<file path="src/rtl/rom_loader_pkg.sv">
// Shared types for the multi-segment flash-to-SRAM loader: FSM encodings, SRAM lane codes
// and the per-byte cycle cost of the copy and verify passes.
package rom_loader_pkg;

    typedef enum logic [3:0] {
        IDLE     = 4'd0,
        SEG_INIT = 4'd1,
        FL_RD    = 4'd2,
        WR_SETUP = 4'd3,
        WR_PULSE = 4'd4,
        WR_HOLD  = 4'd5,
        VF_FL_RD = 4'd6,
        VF_SR_RD = 4'd7,
        NEXT_SEG = 4'd8,
        DONE     = 4'd9,
        ERR      = 4'd10
    } state_t;

    typedef enum logic [2:0] {
        P_IDLE   = 3'd0,
        P_WSETUP = 3'd1,
        P_WPULSE = 3'd2,
        P_WHOLD  = 3'd3,
        P_RD1    = 3'd4,
        P_RD2    = 3'd5
    } port_phase_t;

    localparam logic LANE_LO = 1'b0;
    localparam logic LANE_HI = 1'b1;

    // Copy: flash access plus 3-cycle write; verify: flash access plus 2-cycle read.
    function automatic int unsigned byte_cycles(input int unsigned fl_wait, input logic verify_pass);
        return verify_pass ? fl_wait + 3 : fl_wait + 4;
    endfunction

endpackage

</file>
<file path="src/rtl/rom_loader_mc_sram_byte_port.sv">
// Byte-lane SRAM access engine: 3-cycle write (setup/pulse/hold) or 2-cycle read.
// A request is accepted only while idle; ack marks the final phase of the access.
module sram_byte_port
    import rom_loader_pkg::*;
#(
    parameter int SR_AW = 20
) (
    input  logic             i_clk,
    input  logic             i_rst,
    input  logic             wr_req,
    input  logic             rd_req,
    input  logic [SR_AW-1:0] req_addr,
    input  logic             req_lane,
    input  logic [7:0]       req_wdat,
    output logic             ack,
    output logic [7:0]       rd_dat,
    output logic [SR_AW-1:0] o_sram_addr,
    output logic [15:0]      o_sram_wdata,
    input  logic [15:0]      i_sram_rdata,
    output logic             o_sram_oe_n,
    output logic             o_sram_we_n,
    output logic             o_sram_ub_n,
    output logic             o_sram_lb_n
);

    port_phase_t phase, phase_d;
    logic        lane_q;
    logic        active;

    always_comb begin
        phase_d = phase;
        unique case (phase)
            P_IDLE: begin
                if (wr_req) begin
                    phase_d = P_WSETUP;
                end else if (rd_req) begin
                    phase_d = P_RD1;
                end
            end
            P_WSETUP: phase_d = P_WPULSE;
            P_WPULSE: phase_d = P_WHOLD;
            P_WHOLD:  phase_d = P_IDLE;
            P_RD1:    phase_d = P_RD2;
            P_RD2:    phase_d = P_IDLE;
            default:  phase_d = P_IDLE;
        endcase
    end

    always_ff @(posedge i_clk) begin
        if (i_rst) begin
            phase        <= P_IDLE;
            lane_q       <= LANE_LO;
            o_sram_addr  <= '0;
            o_sram_wdata <= '0;
        end else begin
            phase <= phase_d;
            if (phase == P_IDLE && (wr_req || rd_req)) begin
                o_sram_addr <= req_addr;
                lane_q      <= req_lane;
                if (wr_req) begin
                    o_sram_wdata <= {req_wdat, req_wdat};
                end
            end
        end
    end

    assign active = (phase != P_IDLE);
    assign ack    = (phase == P_WHOLD) || (phase == P_RD2);
    assign rd_dat = (lane_q == LANE_HI) ? i_sram_rdata[15:8] : i_sram_rdata[7:0];

    // Reset kills an in-flight write pulse without waiting for the clock edge.
    assign o_sram_we_n = (phase != P_WPULSE) || i_rst;
    assign o_sram_oe_n = !((phase == P_RD1) || (phase == P_RD2));
    assign o_sram_lb_n = !(active && lane_q == LANE_LO);
    assign o_sram_ub_n = !(active && lane_q == LANE_HI);

endmodule

</file>
<file path="src/rtl/rom_loader_mc.sv">
// Multi-segment flash-to-SRAM copy engine with optional readback verify and retry;
// holds the NES core in reset until every segment has been loaded (and verified).
module rom_loader_mc
    import rom_loader_pkg::*;
#(
    parameter int FL_AW      = 23,
    parameter int SR_AW      = 20,
    parameter int SEG_LEN_W  = 16,
    parameter int N_SEG      = 2,
    parameter int FL_WAIT    = 3,
    parameter int VERIFY     = 1,
    parameter int MAX_RETRY  = 2,
    parameter int AUTO_START = 1
) (
    input  logic                       i_clk,
    input  logic                       i_rst,
    input  logic                       i_start,
    input  logic [N_SEG*FL_AW-1:0]     i_seg_fl_base,
    input  logic [N_SEG*SR_AW-1:0]     i_seg_sr_base,
    input  logic [N_SEG*SEG_LEN_W-1:0] i_seg_len,
    output logic [FL_AW-1:0]           o_fl_addr,
    input  logic [7:0]                 i_fl_rdata,
    output logic [SR_AW-1:0]           o_sram_addr,
    output logic [15:0]                o_sram_wdata,
    input  logic [15:0]                i_sram_rdata,
    output logic                       o_sram_oe_n,
    output logic                       o_sram_we_n,
    output logic                       o_sram_ub_n,
    output logic                       o_sram_lb_n,
    output logic                       o_busy,
    output logic                       o_done,
    output logic                       o_err,
    output logic [2:0]                 o_err_seg,
    output logic                       o_nes_rstn
);

    localparam int              RT_W        = (MAX_RETRY < 1) ? 1 : $clog2(MAX_RETRY + 1);
    localparam logic [RT_W-1:0] MAX_RETRY_C = RT_W'(MAX_RETRY);
    localparam logic [7:0]      FL_WAIT_C   = 8'(FL_WAIT);
    localparam logic [2:0]      LAST_SEG    = 3'(N_SEG - 1);

    state_t                     state, state_d;
    logic [2:0]                 seg, seg_d;
    logic [SEG_LEN_W-1:0]       idx, idx_d, idx_inc;
    logic [RT_W-1:0]            retry, retry_d;
    logic [7:0]                 wcnt, wcnt_d;
    logic [7:0]                 fl_byte, fl_byte_d;
    logic [FL_AW-1:0]           fl_addr_d;
    logic                       busy_d, done_d, err_d, nes_d;
    logic [2:0]                 err_seg_d;
    logic                       first_cyc, start_req, latch;
    logic                       wr_req, rd_req, port_ack, last_byte;
    logic [7:0]                 port_rd_dat;

    logic [N_SEG*FL_AW-1:0]     fl_base_q;
    logic [N_SEG*SR_AW-1:0]     sr_base_q;
    logic [N_SEG*SEG_LEN_W-1:0] len_q;
    logic [FL_AW-1:0]           cur_fl_base;
    logic [SR_AW-1:0]           cur_sr_base;
    logic [SEG_LEN_W-1:0]       cur_len;

    assign cur_fl_base = fl_base_q[int'(seg)*FL_AW +: FL_AW];
    assign cur_sr_base = sr_base_q[int'(seg)*SR_AW +: SR_AW];
    assign cur_len     = len_q[int'(seg)*SEG_LEN_W +: SEG_LEN_W];
    assign idx_inc     = idx + SEG_LEN_W'(1);
    assign last_byte   = (idx_inc == cur_len);
    assign start_req   = i_start || ((AUTO_START != 0) && first_cyc);

    always_comb begin
        state_d   = state;
        seg_d     = seg;
        idx_d     = idx;
        retry_d   = retry;
        wcnt_d    = wcnt;
        fl_byte_d = fl_byte;
        fl_addr_d = o_fl_addr;
        busy_d    = o_busy;
        done_d    = o_done;
        err_d     = o_err;
        err_seg_d = o_err_seg;
        nes_d     = o_nes_rstn;
        wr_req    = 1'b0;
        rd_req    = 1'b0;
        latch     = 1'b0;

        unique case (state)
            IDLE, DONE, ERR: begin
                if (state == DONE) begin
                    busy_d = 1'b0;
                    done_d = 1'b1;
                    nes_d  = 1'b1;
                end
                if (state == ERR) begin
                    busy_d = 1'b0;
                    err_d  = 1'b1;
                end
                if (start_req) begin
                    latch     = 1'b1;
                    state_d   = SEG_INIT;
                    seg_d     = '0;
                    retry_d   = '0;
                    busy_d    = 1'b1;
                    done_d    = 1'b0;
                    err_d     = 1'b0;
                    nes_d     = 1'b0;
                    err_seg_d = '0;
                end
            end
            SEG_INIT: begin
                idx_d  = '0;
                wcnt_d = '0;
                if (cur_len == '0) begin
                    state_d = NEXT_SEG;
                end else begin
                    state_d   = FL_RD;
                    fl_addr_d = cur_fl_base;
                end
            end
            FL_RD, VF_FL_RD: begin
                if (wcnt == FL_WAIT_C) begin
                    fl_byte_d = i_fl_rdata;
                    wcnt_d    = '0;
                    if (state == FL_RD) begin
                        wr_req  = 1'b1;
                        state_d = WR_SETUP;
                    end else begin
                        rd_req  = 1'b1;
                        state_d = VF_SR_RD;
                    end
                end else begin
                    wcnt_d = wcnt + 8'd1;
                end
            end
            WR_SETUP: state_d = WR_PULSE;
            WR_PULSE: state_d = WR_HOLD;
            WR_HOLD: begin
                if (port_ack) begin
                    if (!last_byte) begin
                        idx_d     = idx_inc;
                        state_d   = FL_RD;
                        fl_addr_d = cur_fl_base + FL_AW'(idx_inc);
                    end else if (VERIFY != 0) begin
                        idx_d     = '0;
                        state_d   = VF_FL_RD;
                        fl_addr_d = cur_fl_base;
                    end else begin
                        state_d = NEXT_SEG;
                    end
                end
            end
            VF_SR_RD: begin
                if (port_ack) begin
                    if (port_rd_dat != fl_byte) begin
                        // A mismatch restarts the whole segment, not just the failing byte.
                        if (retry < MAX_RETRY_C) begin
                            retry_d = retry + RT_W'(1);
                            state_d = SEG_INIT;
                        end else begin
                            state_d   = ERR;
                            err_seg_d = seg;
                        end
                    end else if (last_byte) begin
                        state_d = NEXT_SEG;
                    end else begin
                        idx_d     = idx_inc;
                        state_d   = VF_FL_RD;
                        fl_addr_d = cur_fl_base + FL_AW'(idx_inc);
                    end
                end
            end
            NEXT_SEG: begin
                if (seg == LAST_SEG) begin
                    state_d = DONE;
                end else begin
                    seg_d   = seg + 3'd1;
                    retry_d = '0;
                    state_d = SEG_INIT;
                end
            end
            default: state_d = IDLE;
        endcase
    end

    always_ff @(posedge i_clk) begin
        if (i_rst) begin
            state      <= IDLE;
            seg        <= '0;
            idx        <= '0;
            retry      <= '0;
            wcnt       <= '0;
            fl_byte    <= '0;
            first_cyc  <= 1'b1;
            o_fl_addr  <= '0;
            o_busy     <= 1'b0;
            o_done     <= 1'b0;
            o_err      <= 1'b0;
            o_err_seg  <= '0;
            o_nes_rstn <= 1'b0;
            fl_base_q  <= '0;
            sr_base_q  <= '0;
            len_q      <= '0;
        end else begin
            state      <= state_d;
            seg        <= seg_d;
            idx        <= idx_d;
            retry      <= retry_d;
            wcnt       <= wcnt_d;
            fl_byte    <= fl_byte_d;
            first_cyc  <= 1'b0;
            o_fl_addr  <= fl_addr_d;
            o_busy     <= busy_d;
            o_done     <= done_d;
            o_err      <= err_d;
            o_err_seg  <= err_seg_d;
            o_nes_rstn <= nes_d;
            if (latch) begin
                fl_base_q <= i_seg_fl_base;
                sr_base_q <= i_seg_sr_base;
                len_q     <= i_seg_len;
            end
        end
    end

    sram_byte_port #(
        .SR_AW (SR_AW)
    ) u_port (
        .i_clk        (i_clk),
        .i_rst        (i_rst),
        .wr_req       (wr_req),
        .rd_req       (rd_req),
        .req_addr     (cur_sr_base + SR_AW'(idx >> 1)),
        .req_lane     (idx[0]),
        .req_wdat     (i_fl_rdata),
        .ack          (port_ack),
        .rd_dat       (port_rd_dat),
        .o_sram_addr  (o_sram_addr),
        .o_sram_wdata (o_sram_wdata),
        .i_sram_rdata (i_sram_rdata),
        .o_sram_oe_n  (o_sram_oe_n),
        .o_sram_we_n  (o_sram_we_n),
        .o_sram_ub_n  (o_sram_ub_n),
        .o_sram_lb_n  (o_sram_lb_n)
    );

endmodule

</file>
<file path="config.mk">
export PLATFORM = sky130hd
export DESIGN_NAME = rom_loader_mc
export DESIGN_NICKNAME = d
export VERILOG_FILES = /design/src/rtl/rom_loader_pkg.sv /design/src/rtl/rom_loader_mc_sram_byte_port.sv /design/src/rtl/rom_loader_mc.sv
export SDC_FILE = /design/constraint.sdc
export NUM_CORES = 1
export LEC_CHECK = 0
export CAP_MARGIN = 20
export CORE_UTILIZATION = 30
export DETAILED_ROUTE_END_ITERATION = 10
export MAX_ROUTING_LAYER = met4
export PLACE_DENSITY = 0.48
export SETUP_SLACK_MARGIN = 0.05
export SYNTH_ARGS = -nofsm -noshare
export SYNTH_HDL_FRONTEND = slang
export SYNTH_HIERARCHICAL = 1
export SYNTH_SLANG_ARGS = --single-unit
export TNS_END_PERCENT = 5
</file>
<file path="constraint.sdc">
create_clock -name i_clk -period 6.3 [get_ports i_clk]
set_clock_uncertainty 0.2 [all_clocks]
set_input_delay 1.26 -clock i_clk [delete_from_list [all_inputs] [get_ports i_clk]]
set_output_delay 1.26 -clock i_clk [all_outputs]
set_load 0.05 [all_outputs]
</file>
# Word-level counts from Yosys, hierarchy flattened
# Index checks and enable logic that the tools add are counted.
[op_classes]
add_sub_neg = 6
multipliers = 2
div_mod_pow = 0
order_cmp = 1
n_eq_ne = 32
n_shift = 3
muxes = 60
n_bitwise = 1
n_reduce_logical = 36
[op_table]
columns = ["op", "count"]
rows = [
  ["$mux 23", 6],
  ["$mux 16", 5],
  ["$pmux 23 s3", 1],
  ["$pmux 16 s3", 1],
  ["$shiftx 46x9->23", 1],
  ["$shiftx 40x9->20", 1],
  ["$mux 4", 9],
  ["$pmux 4 s8", 1],
  ["$shiftx 32x8->16", 1],
  ["$mux 3", 9],
  ["$add 23x16->23", 1],
  ["$ne 2x2->1 const B", 11],
  ["$add 20x15->20", 1],
  ["$add 16x1->16 const B", 1],
  ["$eq 16x16->1", 1],
  ["$eq 4x3->1 const B", 4],
  ["$logic_not 16->1", 1],
  ["$mux 1", 16],
  ["$mux 8", 2],
  ["$pmux 8 s2", 1],
  ["$eq 4x4->1 const B", 3],
  ["$pmux 3 s2", 2],
  ["$pmux 3 s4", 1],
  ["$reduce_and 6->1", 2],
  ["31 further kinds", 59],
]
[totals]
register_bits = 229
latchBits = 0
ram_bits = 0
mem_bits_ro = 0
inputBits = 145
output_inout_bits = 70
wordCells = 160
n_memories = 0

# Depth between registers and ports, before layout
# Gate-level depths: netlist of the first run.
[depth]
ltp_word = 7
ltp_mapped = 21
mapped_depth_nobuf = 16

# Cells and area by module
# Netlist of the first run, hierarchy kept.
[by_module_without_submodules]
columns = ["module", "n_inst", "cells_each", "area_each_um2", "seq_area_each_um2"]
rows = [
  ["rom_loader_mc", 1, 1372, 10885.4, 3783.6],
  ["sram_byte_port", 1, 165, 1587.8, 640.6],
]

# Worst setup path after synthesis of the first run
# Ideal clock, no wire load.
[synth_timing]
kind = "reg-to-reg"
start = "reg seg[0]"
end = "reg o_fl_addr[19]"
setup_ns = 0.088
arrival_ns = 4.486
required_ns = 6.012
setup_slack_ns = 1.526
stages_incl_launch_ff = 18
n_path_buf = 5
synth_period_minus_slack_ns = 4.774
path_cell_list = "dfxtp_1 buf_4 buf_4 buf_2 buf_2 buf_1 mux2i_1 nor2_1 ha_1 o21a_1 o21ai_0 or4b_2 a221oi_1 nand3b_1 a31oi_1 nor4_4 nand4_1 a311oi_2"
[synth_between]
elab_chain_len = 7
elab_cells_between_ends = 16
classes_between = "add/sub: 1; mul: 1; eq/ne: 3; shift: 2; mux: 7; reduce/logical: 2"
[synth_rtl]
columns = ["item", "line", "rtl"]
rows = [
  ["start: declaration", "rom_loader_mc.sv:43", "logic [2:0] seg, seg_d;"],
  ["start signal: assignment", "rom_loader_mc.sv:204", "seg <= seg_d;"],
  ["$mul 3x5->8", "rom_loader_mc.sv:62", "assign cur_fl_base = fl_base_q[int'(seg)*FL_AW +: FL_AW];"],
  ["$shiftx 46x9->23", "rom_loader_mc.sv:62", ""],
  ["$add 23x16->23", "rom_loader_mc.sv:141, rom_loader_mc.sv:167", ""],
  ["$mux 23", "rom_loader_mc.sv:162", "end else if (last_byte) begin"],
  ["$mux 23", "rom_loader_mc.sv:153", "if (port_rd_dat != fl_byte) begin"],
  ["$mux 23", "rom_loader_mc.sv:152", "if (port_ack) begin"],
  ["$pmux 23 s3", "rom_loader_mc.sv:86", "unique case (state)"],
  ["end signal: assignment", "rom_loader_mc.sv:210", "o_fl_addr <= fl_addr_d;"],
  ["end: declaration", "rom_loader_mc.sv:21", "output logic [FL_AW-1:0] o_fl_addr,"],
]
# Several ways; a longest one is shown, not always the timed one. The select of a mux whose other input is x is not followed.
# A chain may end at the register's enable or synchronous reset.

# Worst setup path in the final report of the first run
[layout_timing]
start = "reg idx[0]"
end = "reg o_fl_addr[21]"
[layout_between]
elab_chain_len = 6
elab_cells_between_ends = 11
classes_between = "add/sub: 2; eq/ne: 2; mux: 6; reduce/logical: 1"
[layout_rtl]
columns = ["item", "line", "rtl"]
rows = [
  ["start: declaration", "rom_loader_mc.sv:44", "logic [SEG_LEN_W-1:0] idx, idx_d, idx_inc;"],
  ["start signal: assignment", "rom_loader_mc.sv:205", "idx <= idx_d;"],
  ["$add 16x1->16 (*)", "rom_loader_mc.sv:65", "assign idx_inc = idx + SEG_LEN_W'(1);"],
  ["$add 23x16->23", "rom_loader_mc.sv:141, rom_loader_mc.sv:167", ""],
  ["$mux 23", "rom_loader_mc.sv:162", ""],
  ["$mux 23", "rom_loader_mc.sv:153", ""],
  ["$mux 23", "rom_loader_mc.sv:152", ""],
  ["$pmux 23 s3", "rom_loader_mc.sv:86", ""],
]
# Every way passes the cells marked *; elsewhere a longest branch is shown, timed or not. The select of a mux whose other input is x is not followed.

==> metrics.md, run 1 <==
| Metric | Value |
|---|---|
| Outcome | `finished clean` |
| Total gr overflow | `0` |
| Worst Tran Pin Value | `1060 ps` |
| Int Power | `3.50 mW` |
| Pwr Density | `367 nW/um^2` |
| Pleak | `5.94 nW` |
| Vert. Die Dim | `206 microns` |
| CTS Sinks | `221` |
| Number of setup buffers added after CTS | `0` |
| Critical path class | `flip-flop to flip-flop` |
| Port Buf Inserts | `214` |
| Hold_ws | `252 ps` |
| Root buffer cell | `clkbuf_16` |
| Worst setup SP type | `flip-flop` |
| Slew Viols, Final | `0` |
| Antenna cells | `0` |
| Max capacitance violation total | `0` |
| Vias in the first global route | `10800` |
| Worst EP required | `6570 ps` |
| Filler Cell Count | `4224` |
| Dpl cell area | `14900 sq um` |
| Area grow syn2layout | `26.9%` |
| Cell area after layout | `15800 sq um` |
| Psw | `2.31 mW` |
| # DRC | `0` |
| Clock buffer depth | `3` |
| Register area share after synthesis | `0.355` |
| Setup crit end kind | `flip-flop` |
| Slowest cell on the critical path | `or4b_2` |
| Critical path arrival | `4800 ps` |
| Synth area leader | `dfxtp_1` |
| DR WL/cell | `17.3 microns` |
| Distinct cell type count after synthesis | `82` |
| Ports | `215` |
| Mean Syn Cell Area | `8.12 sq um` |
| Part of the power in registers | `0.329` |
| Delay of the slowest critical-path stage | `710 ps` |
| Starting Density | `0.305` |
| Crit-path max FO | `6` |
| Post-DP HPWL | `28000 microns` |
| Min-delay worst type | `flip-flop to flip-flop` |
| Endpoints failing hold | `0` |
| Tmin final | `4530 ps` |
| Largest net degree at the start of global routing | `96` |
| Net Count, Synth | `1720` |
| Die W | `206 microns` |
| Synth warnings | `6` |
| Asr flop ratio synth | `0` |
| Cell Rows | `74` |
| Final WL | `38700 microns` |
| Core Util, Final | `0.387` |
| Unrepaired setup endpoints after global routing | `false` |
| Clk pwr share | `0.280` |
| Drt initial violations | `651` |
| Post-CTS Hold Buffers | `0` |
| Switching Share | `0.398` |
| #FFs+latches synth | `221` |
| Routed Antenna Nets | `0` |
| Ys flop type | `dfxtp_1` |
| Placed cells | `2195` |
| H-Tree Depth | `1` |
| Maximum vdd ir drop | `0.276 mV` |
| Share of the synthesized area in the top cell type | `0.355` |
| Placeable Area | `40900 sq um` |
| Vias/cell | `5.00` |
| CP Cell Sequence | `ha_1, nand3_1, o21a_1, or2_2, ha_1, o21a_1, o21ai_0, or4b_2, a221oi_1, nand3b_1, a31oi_1, nor4_4, nand4_1, a311oi_2` |
| Final Net Count | `1874` |
| First-pass GRT wire length | `59800 microns` |
| Share of post-route cells with drive strength above 1 | `0.0655` |
| CTS tree | `done` |
| CTS buffer count | `26` |
| Via count | `11200` |
| Fin cells | `2241` |
| Setup TNS | `0 ps` |
| Mapped Cells | `1537` |
| Initial antenna violation count | `0` |
| Post_cts resized | `0` |
| Tcrit/Tclk final | `0.719` |
| Clock latency on the worst-skew pair | `550 ps` |
| Logic pwr share | `0.392` |
| Gr usage total | `0.185` |
| CTS clk-pin slew, worst paths | `60 ps` |
| DRT Pass-1 Iters | `5` |
| Synth area leaders | `dfxtp_1, nand2_1, mux2i_1` |
| EDFF count, synth | `0` |
| Slew headroom | `0.295` |
| DIE AREA | `42400 sq um` |
| Mapped cell area | `12500 sq um` |
| Final setup fails | `0` |
| Routability Congestion | `0.868` |
| Fmax | `221 MHz` |
==> flip-flops by register name (all words and copies together), names as in the netlist <==
name	cells
fl_base_q	46
sr_base_q	40
len_q	32
o_fl_addr	23
u_port/o_sram_addr	20
idx	16
fl_byte	8
u_port/o_sram_wdata	8
wcnt	8
state	4
o_err_seg	3
seg	3
u_port/phase	3
retry	2
first_cyc	1
o_busy	1
o_err	1
o_nes_rstn	1
u_port/lane_q	1
==> final cells by class <==
cell class,instances,area (sq um),share of cell area
Clock inverter,11,159,0.0100
Multi-Input combinational cell,1181,7430,0.469
Timing Repair Buffer,232,2280,0.144
Sequential cell,221,4430,0.280
Tap cell,532,666,0.0421
Inverter,29,109,0.00688
Clock buffer,35,757,0.0478
==> worst max-delay path, delay by kind of cell (launching register included) <==
kind | cells | cell delay, ps
adders and majority gates | 2 | 640
DFF | 1 | 450
AOI/OAI and AO/OA | 6 | 1200
and+or+nand+nor | 6 | 1950
==> cells in the final DEF (no fill, tap or decap), types with 6 or more instances in the layout <==
| master | count |
|---|---|
| a21o_1 | 10 |
| and2_1 | 6 |
| nand3_1 | 23 |
| clkdlybuf4s50_1 | 213 |
| nor4_1 | 9 |
| xnor3_1 | 9 |
| o21ai_0 | 34 |
| nor3_1 | 37 |
| nand4_1 | 13 |
| a211oi_1 | 21 |
| mux2i_1 | 95 |
| nand2_1 | 297 |
| ha_1 | 36 |
| inv_1 | 29 |
| xor2_1 | 24 |
| clkbuf_16 | 28 |
| xnor2_1 | 39 |
| or3_1 | 11 |
| mux2_2 | 13 |
| nor2b_1 | 10 |
| clkinv_2 | 6 |
| buf_4 | 18 |
| nand2b_1 | 58 |
| nor2_1 | 125 |
| dfxtp_1 | 220 |
| o21a_1 | 10 |
| or2_2 | 6 |
| a21oi_1 | 183 |
| and3_1 | 7 |
| nand4b_1 | 6 |
==> per-stage QoR <==
step	power [mW]	setup slack, ps
5_1_grt	6.20	1460
3_3_place_gp	4.22	1850
2_1_floorplan	3.49	1530
6_report	5.81	1770
3_5_place_dp	4.23	1760
4_1_cts	5.88	1740
==> cells in the mapped netlist (all sizes together) (22+ instances only) <==
library cell,count
xnor2,39
nor2,128
buf,43
xor2,24
nand3,24
dfxtp,221
nor3,40
mux2i,95
nand2b,58
inv,29
ha,36
a21oi,184
o21ai,38
nand2,297
a211oi,22
clkbuf,63
==> logic make-up (layout without fill, tap and decap cells) <==
kind of cell / Yosys count / after routing / synth area share
simple gates: 643 / 643 / 0.252
compound gates: 320 / 320 / 0.155
flops: 221 / 221 / 0.355
buf+inv: 135 / 307 / 0.0505
mux: 108 / 108 / 0.0880
xor+xnor: 72 / 72 / 0.0605
fa+ha+maj: 38 / 38 / 0.0393
==> power by group through the flow <==
stage	logic [mW]	registers, mW	clock network, mW
finish	2.27	1.91	1.62
CTS	2.30	1.91	1.67
global route	2.53	1.94	1.73
detailed placement	2.29	1.93	0
floorplan	1.43	2.06	0
global placement	2.28	1.94	0
==> per-layer routing <==
metal  part of all wire  track usage
met4              0.021       0.0499
met5                  0            -
met3              0.047       0.0219
met2               0.45        0.292
met1               0.48        0.248
==> final timing paths <==
kind | start | cells after the start | slack, ps | endpoint
min reg2reg | sr_base_q[18] | 2 | 250 | sr_base_q[18]
max reg2reg | idx[0] | 14 | 1770 | o_fl_addr[21]
max | idx[0] | 14 | 1770 | o_fl_addr[21]
min | sr_base_q[18] | 2 | 250 | sr_base_q[18]
Power figures use the tool's default switching activity.
==> run 2, diff against run 1 <==
- clock period: 6.3 -> 4.3 ns (I/O delays scaled with it)
==> run 2 against run 1 <==
Clock power is 40% higher; sequential power grew 43%; combinational power rose by 52%; cell count increased by 1.9%; die area did not move; utilization increased by 0.82 points; critical path depth rose by 1; design area rose by 2.1%; register-to-register slack got worse by 1500 ps; global-route usage decreased by 0.38 points; non-clock buffer count increased by 39; maximum frequency rose by 12%; critical path type unchanged.
==> metrics.md, run 2 (same netlist as run 1, synthesis figures left out) <==
| Metric | Value |
|---|---|
| Filler Cell Count | `4255 (+0.73%)` |
| Pre-CTS setup slack | `10.5 ps (-1750 ps)` |
| Commonest non-fill, non-tap cell in the layout | `nand2_1` |
| Share of post-route cells with drive strength above 1 | `0.0885 (+0.0229)` |
| Total gr overflow | `0 (unchanged)` |
| CP Cell Sequence | `ha_1, nand3_2, o21a_1, or2_2, ha_1, o21a_1, o21ai_0, or4b_4, a221oi_4, nand3b_1, a31oi_1, nor4_4, buf_4, a31o_1, a311oi_2` |
| Biggest regs | `fl_base_q x46, sr_base_q x40, len_q x32` |
| Routability Congestion | `0.860 (-0.91%)` |
| Worst setup SP type | `flip-flop` |
| Slowest cell on the critical path | `or4b_4` |
| Post-DP HPWL | `27500 microns (-2.0%)` |
| DRT Pass-1 Iters | `4 (-1)` |
| Crit-path max FO | `4 (-2)` |
| Pwr Density | `523 nW/um^2 (+42%)` |
| Max Used Layer | `met4` |
| Antenna cells | `0 (unchanged)` |
| Storage cell area | `4430 sq um (about the same)` |
| Root buffer cell | `clkbuf_16` |
| Routed Antenna Nets | `0 (unchanged)` |
| Tcrit/Tclk final | `0.940 (+0.220)` |
| DIE AREA | `42400 sq um (unchanged)` |
| Max reg flops | `46 (unchanged)` |
| Final Worst Setup Slack | `260 ps (-1510 ps)` |
| CTS clk-pin slew, worst paths | `70 ps (about the same)` |
| Setup crit end kind | `flip-flop` |
| Commonest non-fill, non-tap cells in the layout | `nand2_1, dfxtp_1, clkdlybuf4s50_1, a21oi_1, nor2_1` |
| Worst EP required | `4490 ps (-2080 ps)` |
| Largest net degree at the start of global routing | `208 (+120%)` |
| Port Buf Inserts | `214 (unchanged)` |
| Max capacitance violation total | `0 (unchanged)` |
| Delay of the slowest critical-path stage | `540 ps (-170 ps)` |
| Fmax | `248 MHz (+12%)` |
| Final setup fails | `0 (unchanged)` |
| Metal2 WL | `16800 microns (-3.5%)` |
| WL met1 | `18500 microns (-1.1%)` |
| Min-delay worst type | `flip-flop to flip-flop` |
| Starting Density | `0.305 (unchanged)` |
| Setup TNS | `0 ps (unchanged)` |
| Critical path class | `flip-flop to flip-flop` |
| First-pass GRT wire length | `59000 microns (-1.4%)` |
| # DRC | `0 (unchanged)` |
| Maximum vdd ir drop | `0.241 mV (-13%)` |
| Worst Tran Pin Value | `934 ps (-123 ps)` |
| Via count | `11200 (-0.16%)` |
| Most flops, register | `fl_base_q` |
| Initial antenna violation count | `0 (unchanged)` |
| CTS Sinks | `221 (unchanged)` |
| Gr usage total | `0.181 (-0.00379)` |
| Vert. Die Dim | `206 microns (unchanged)` |
| Unrepaired setup endpoints after global routing | `true` |
| Slew Viols, Final | `0 (unchanged)` |
| Footprint of the multi-input gates | `7470 sq um (+0.52%)` |
| Clock latency on the worst-skew pair | `550 ps (about the same)` |
| Final WL | `38000 microns (-1.9%)` |
| Tmin final | `4040 ps (-493 ps)` |
| Pleak | `6.15 nW (+3.4%)` |
| Die W | `206 microns (unchanged)` |
| DR WL/cell | `16.6 microns (-3.8%)` |
| Clock buffer depth | `3 (unchanged)` |
| CTS buffer count | `27 (+3.8%)` |
| CTS tree | `done` |
| WP buf/inv | `1 (+1)` |
| Met3 wire length | `1790 microns (-0.88%)` |
| Endpoints failing hold | `0 (unchanged)` |
| Ports | `215 (unchanged)` |
| Critical path arrival | `4230 ps (-570 ps)` |
| Final Net Count | `1915 (+2.2%)` |
| Outcome | `finished clean` |
| Vias/cell | `4.90 (-2.0%)` |
| Placeable Area | `40900 sq um (unchanged)` |
| H-Tree Depth | `1 (unchanged)` |
| Cell Rows | `74 (unchanged)` |
| Slew headroom | `0.377 (+0.0818)` |
| Area grow syn2layout | `29.6%` |
| Drt initial violations | `600 (-7.8%)` |
| Crit path max-delay family | `simple AND/OR/NAND/NOR gates` |
| Post-CTS Hold Buffers | `0 (unchanged)` |
| Vias in the first global route | `10700 (-0.23%)` |
## run 2: per-stage QoR
stage	instance area [sq um]	utilization	hold WS [ps]	total power [mW]	cells
floorplan	12500	-	233	5.13	1537
global placement	15200	0.371	241	6.23	2227
detailed placement	15200	0.371	247	6.27	2227
CTS	16100	0.393	255	8.57	2276
global route	16200	0.395	270	9.04	2284
finish	16200	0.395	253	8.45	2284
## run 2: worst paths after layout
kind / start / end / slack (ps) / depth (start not counted)
worst max-delay path: idx[1] / o_fl_addr[19] / 260 / 15
worst min register to register: sr_base_q[8] / sr_base_q[8] / 250 / 2
worst min-delay path: sr_base_q[8] / sr_base_q[8] / 250 / 2
worst max register to register: idx[1] / o_fl_addr[19] / 260 / 15
## run 2: metal layers
metal,vias to the layer above,global-route usage
li1,5701,-
met1,5161,0.245
met2,264,0.283
met3,56,0.0240
met4,0,0.0436
met5,-,-
## run 2: report_power, final
part	total, mW	leakage [nW]	switching, mW	internal [mW]
Clock	2.27	0.422	0.932	1.34
Sequential	2.74	1.81	0.264	2.47
Combinational	3.44	3.92	2.18	1.26
Total	8.45	6.15	3.38	5.07
## run 2: area by class of cell
cell class | instances | area share
multi-input cells | 1182 | 0.462
flip-flops and latches | 221 | 0.274
repair buffers | 271 | 0.162
clock buffers | 38 | 0.0462
well taps | 532 | 0.0412
clock inverters | 11 | 0.00759
inverters | 29 | 0.00673
## run 2: repair_timing
item | in CTS | in global routing
gates resized for setup | 1 | 6
pin swaps | 1 | 5
setup buffers | 0 | 7
cloned | 0 | 1
endpoints found under the setup margin | 2 | 15
## run 2: worst min-delay path, cell delays in order, from the launching register on
cell	delay (ps)
dfxtp_1	310
nand2_1	50
a21oi_1	50
==> run 3, diff against run 2 <==
- MAX_ROUTING_LAYER: met4 -> not set
- REMOVE_ABC_BUFFERS: not set -> 1
==> run 3 against run 2 <==
Cell count is 0.79% lower; critical path depth fell by 2; first-iteration DRC count fell by 13%; register-to-register slack better by 20 ps; die area is the same; wire length is 1.8% lower; critical endpoint is now o_fl_addr[22]; via count is 1.2% lower; non-clock buffer count fell by 17; design area about the same; utilization hardly changed; power is 2.0% higher; sequential power barely moved.
==> metrics.md, run 3 (same netlist as run 1, synthesis figures left out) <==
| Metric | Value |
|---|---|
| Routability Congestion | `0.891 (+3.6%)` |
| Total gr overflow | `0 (unchanged)` |
| DR WL/cell | `16.5 microns (-0.98%)` |
| CTS tree | `done` |
| CTS clk-pin slew, worst paths | `60 ps (about the same)` |
| Commonest non-fill, non-tap cell in the layout | `nand2_1` |
| Largest net degree at the start of global routing | `176 (-15%)` |
| Initial antenna violation count | `0 (unchanged)` |
| Footprint of the multi-input gates | `7440 sq um (-0.34%)` |
| Worst EP required | `4560 ps (+70 ps)` |
| First-pass GRT wire length | `59400 microns (+0.70%)` |
| Area grow syn2layout | `29.5% (about the same)` |
| Worst Tran Pin Value | `899 ps (-35.1 ps)` |
| Share of post-route cells with drive strength above 1 | `0.0807 (-0.00773)` |
| Tcrit/Tclk final | `0.934 (-0.00502)` |
| Starting Density | `0.305 (unchanged)` |
| Tmin final | `4020 ps (-21.6 ps)` |
| Pre-CTS setup slack | `5.60 ps (-4.94 ps)` |
| Commonest non-fill, non-tap cells in the layout | `nand2_1, dfxtp_1, clkdlybuf4s50_1, a21oi_1, nor2_1` |
| Ports | `215 (unchanged)` |
| Biggest regs | `fl_base_q x46, sr_base_q x40, len_q x32` |
| Via count | `11000 (-1.2%)` |
| Post-DP HPWL | `26800 microns (-2.5%)` |
| Critical path arrival | `4270 ps (+40 ps)` |
| Clock buffer depth | `3 (unchanged)` |
| Vias in the first global route | `10900 (+1.2%)` |
| Vert. Die Dim | `206 microns (unchanged)` |
| Setup crit end kind | `flip-flop` |
| Pwr Total | `8.62 mW (+2.0%)` |
| Filler Cell Count | `4207 (-1.1%)` |
| DRT Pass-1 Iters | `5 (+1)` |
| Antenna cells | `0 (unchanged)` |
| Port Buf Inserts | `214 (unchanged)` |
| Placeable Area | `40900 sq um (unchanged)` |
| Vias/cell | `4.87 (-0.46%)` |
| Storage cell area | `4430 sq um (about the same)` |
| H-Tree Depth | `1 (unchanged)` |
| Core Util, Final | `0.395 (about the same)` |
| Max capacitance violation total | `0 (unchanged)` |
| Routed Antenna Nets | `0 (unchanged)` |
| Worst setup SP type | `flip-flop` |
| Endpoints failing hold | `0 (unchanged)` |
| Final WL | `37300 microns (-1.8%)` |
| CTS buffer count | `27 (unchanged)` |
| Critical path class | `flip-flop to flip-flop` |
| Root buffer cell | `clkbuf_16` |
| # DRC | `0 (unchanged)` |
| Die W | `206 microns (unchanged)` |
| Maximum vdd ir drop | `0.496 mV (+110%)` |
| Final Worst Setup Slack | `282 ps (+21.6 ps)` |
| Pleak | `6.11 nW (-0.61%)` |
| Min-delay worst type | `flip-flop to flip-flop` |
| Outcome | `finished clean` |
| Clock latency on the worst-skew pair | `550 ps (about the same)` |
| Crit-path max FO | `18 (+14)` |
| Cell Rows | `74 (unchanged)` |
| Pwr Density | `534 nW/um^2 (+2.1%)` |
| Max reg flops | `46 (unchanged)` |
| Drt initial violations | `523 (-13%)` |
| Slew headroom | `0.401 (+0.0234)` |
| CTS Sinks | `221 (unchanged)` |
| Unrepaired setup endpoints after global routing | `true` |
| Most flops, register | `fl_base_q` |
| Post-CTS Hold Buffers | `0 (unchanged)` |
| Final Net Count | `1897 (-0.94%)` |
| Fmax | `249 MHz (+0.54%)` |
| DIE AREA | `42400 sq um (unchanged)` |
| Gr usage total | `0.176 (-0.00457)` |
| Slew Viols, Final | `0 (unchanged)` |
| Final setup fails | `0 (unchanged)` |
[run 3: routing by layer]
metal / vias up / routed length [microns] / track usage / part of all wire
met1: 5107 / 18200 / 0.245 / 0.49
met3: 42 / 1410 / 0.0202 / 0.038
met4: 0 / 800 / 0.0481 / 0.021
met2: 207 / 16900 / 0.287 / 0.45
li1: 5687 / - / - / -
met5: - / 0 / 0 / 0
[run 3: worst max-delay path: stages, from the launching register on]
cell	delay, ps
dfxtp_4	590
mux2i_1	260
nor2_1	70
ha_1	230
fa_1	440
a211oi_1	340
o21ai_0	230
a41oi_1	350
a31oi_2	170
a21oi_1	250
a221oi_2	100
nor4b_4	160
a31o_2	270
a311oi_1	250
[run 3: per-stage QoR]
step	TNS, ps	cells	cell area, sq um	hold slack, ps
after detailed placement	0	2217	15100	243
final	0	2266	16100	249
after global placement	0	2217	15100	242
after global routing	0	2266	16100	267
after CTS	0	2266	16100	251
after floorplan	-174460	1431	12000	227
[run 3: final timing paths]
path                 startpoint             to  slack (ps)  cells past startpoint
hold / removal    fl_base_q[40]  fl_base_q[40]         250                      2
setup reg to reg         seg[0]  o_fl_addr[22]         280                     13
setup / recovery         seg[0]  o_fl_addr[22]         280                     13
hold reg to reg   fl_base_q[40]  fl_base_q[40]         250                      2
[run 3: what timing repair did]
action / CTS / global route
resized for setup: 0 / 5
endpoints found under the setup margin: 2 / 7
buffers inserted: 0 / 0
pin swaps: 1 / 1
[run 3: cell type report]
type | count | share of cell area
sequential | 221 | 0.274
timing repair buffer | 254 | 0.155
clock inverter | 11 | 0.0118
inverter | 29 | 0.00674
multi-input combinational | 1181 | 0.461
tap | 532 | 0.0412
clock buffer | 38 | 0.0500
[run 3: power by group]
part	switching (mW)	internal, mW
clock network	0.937	1.60
logic	2.12	1.22
registers	0.271	2.47
total	3.32	5.29
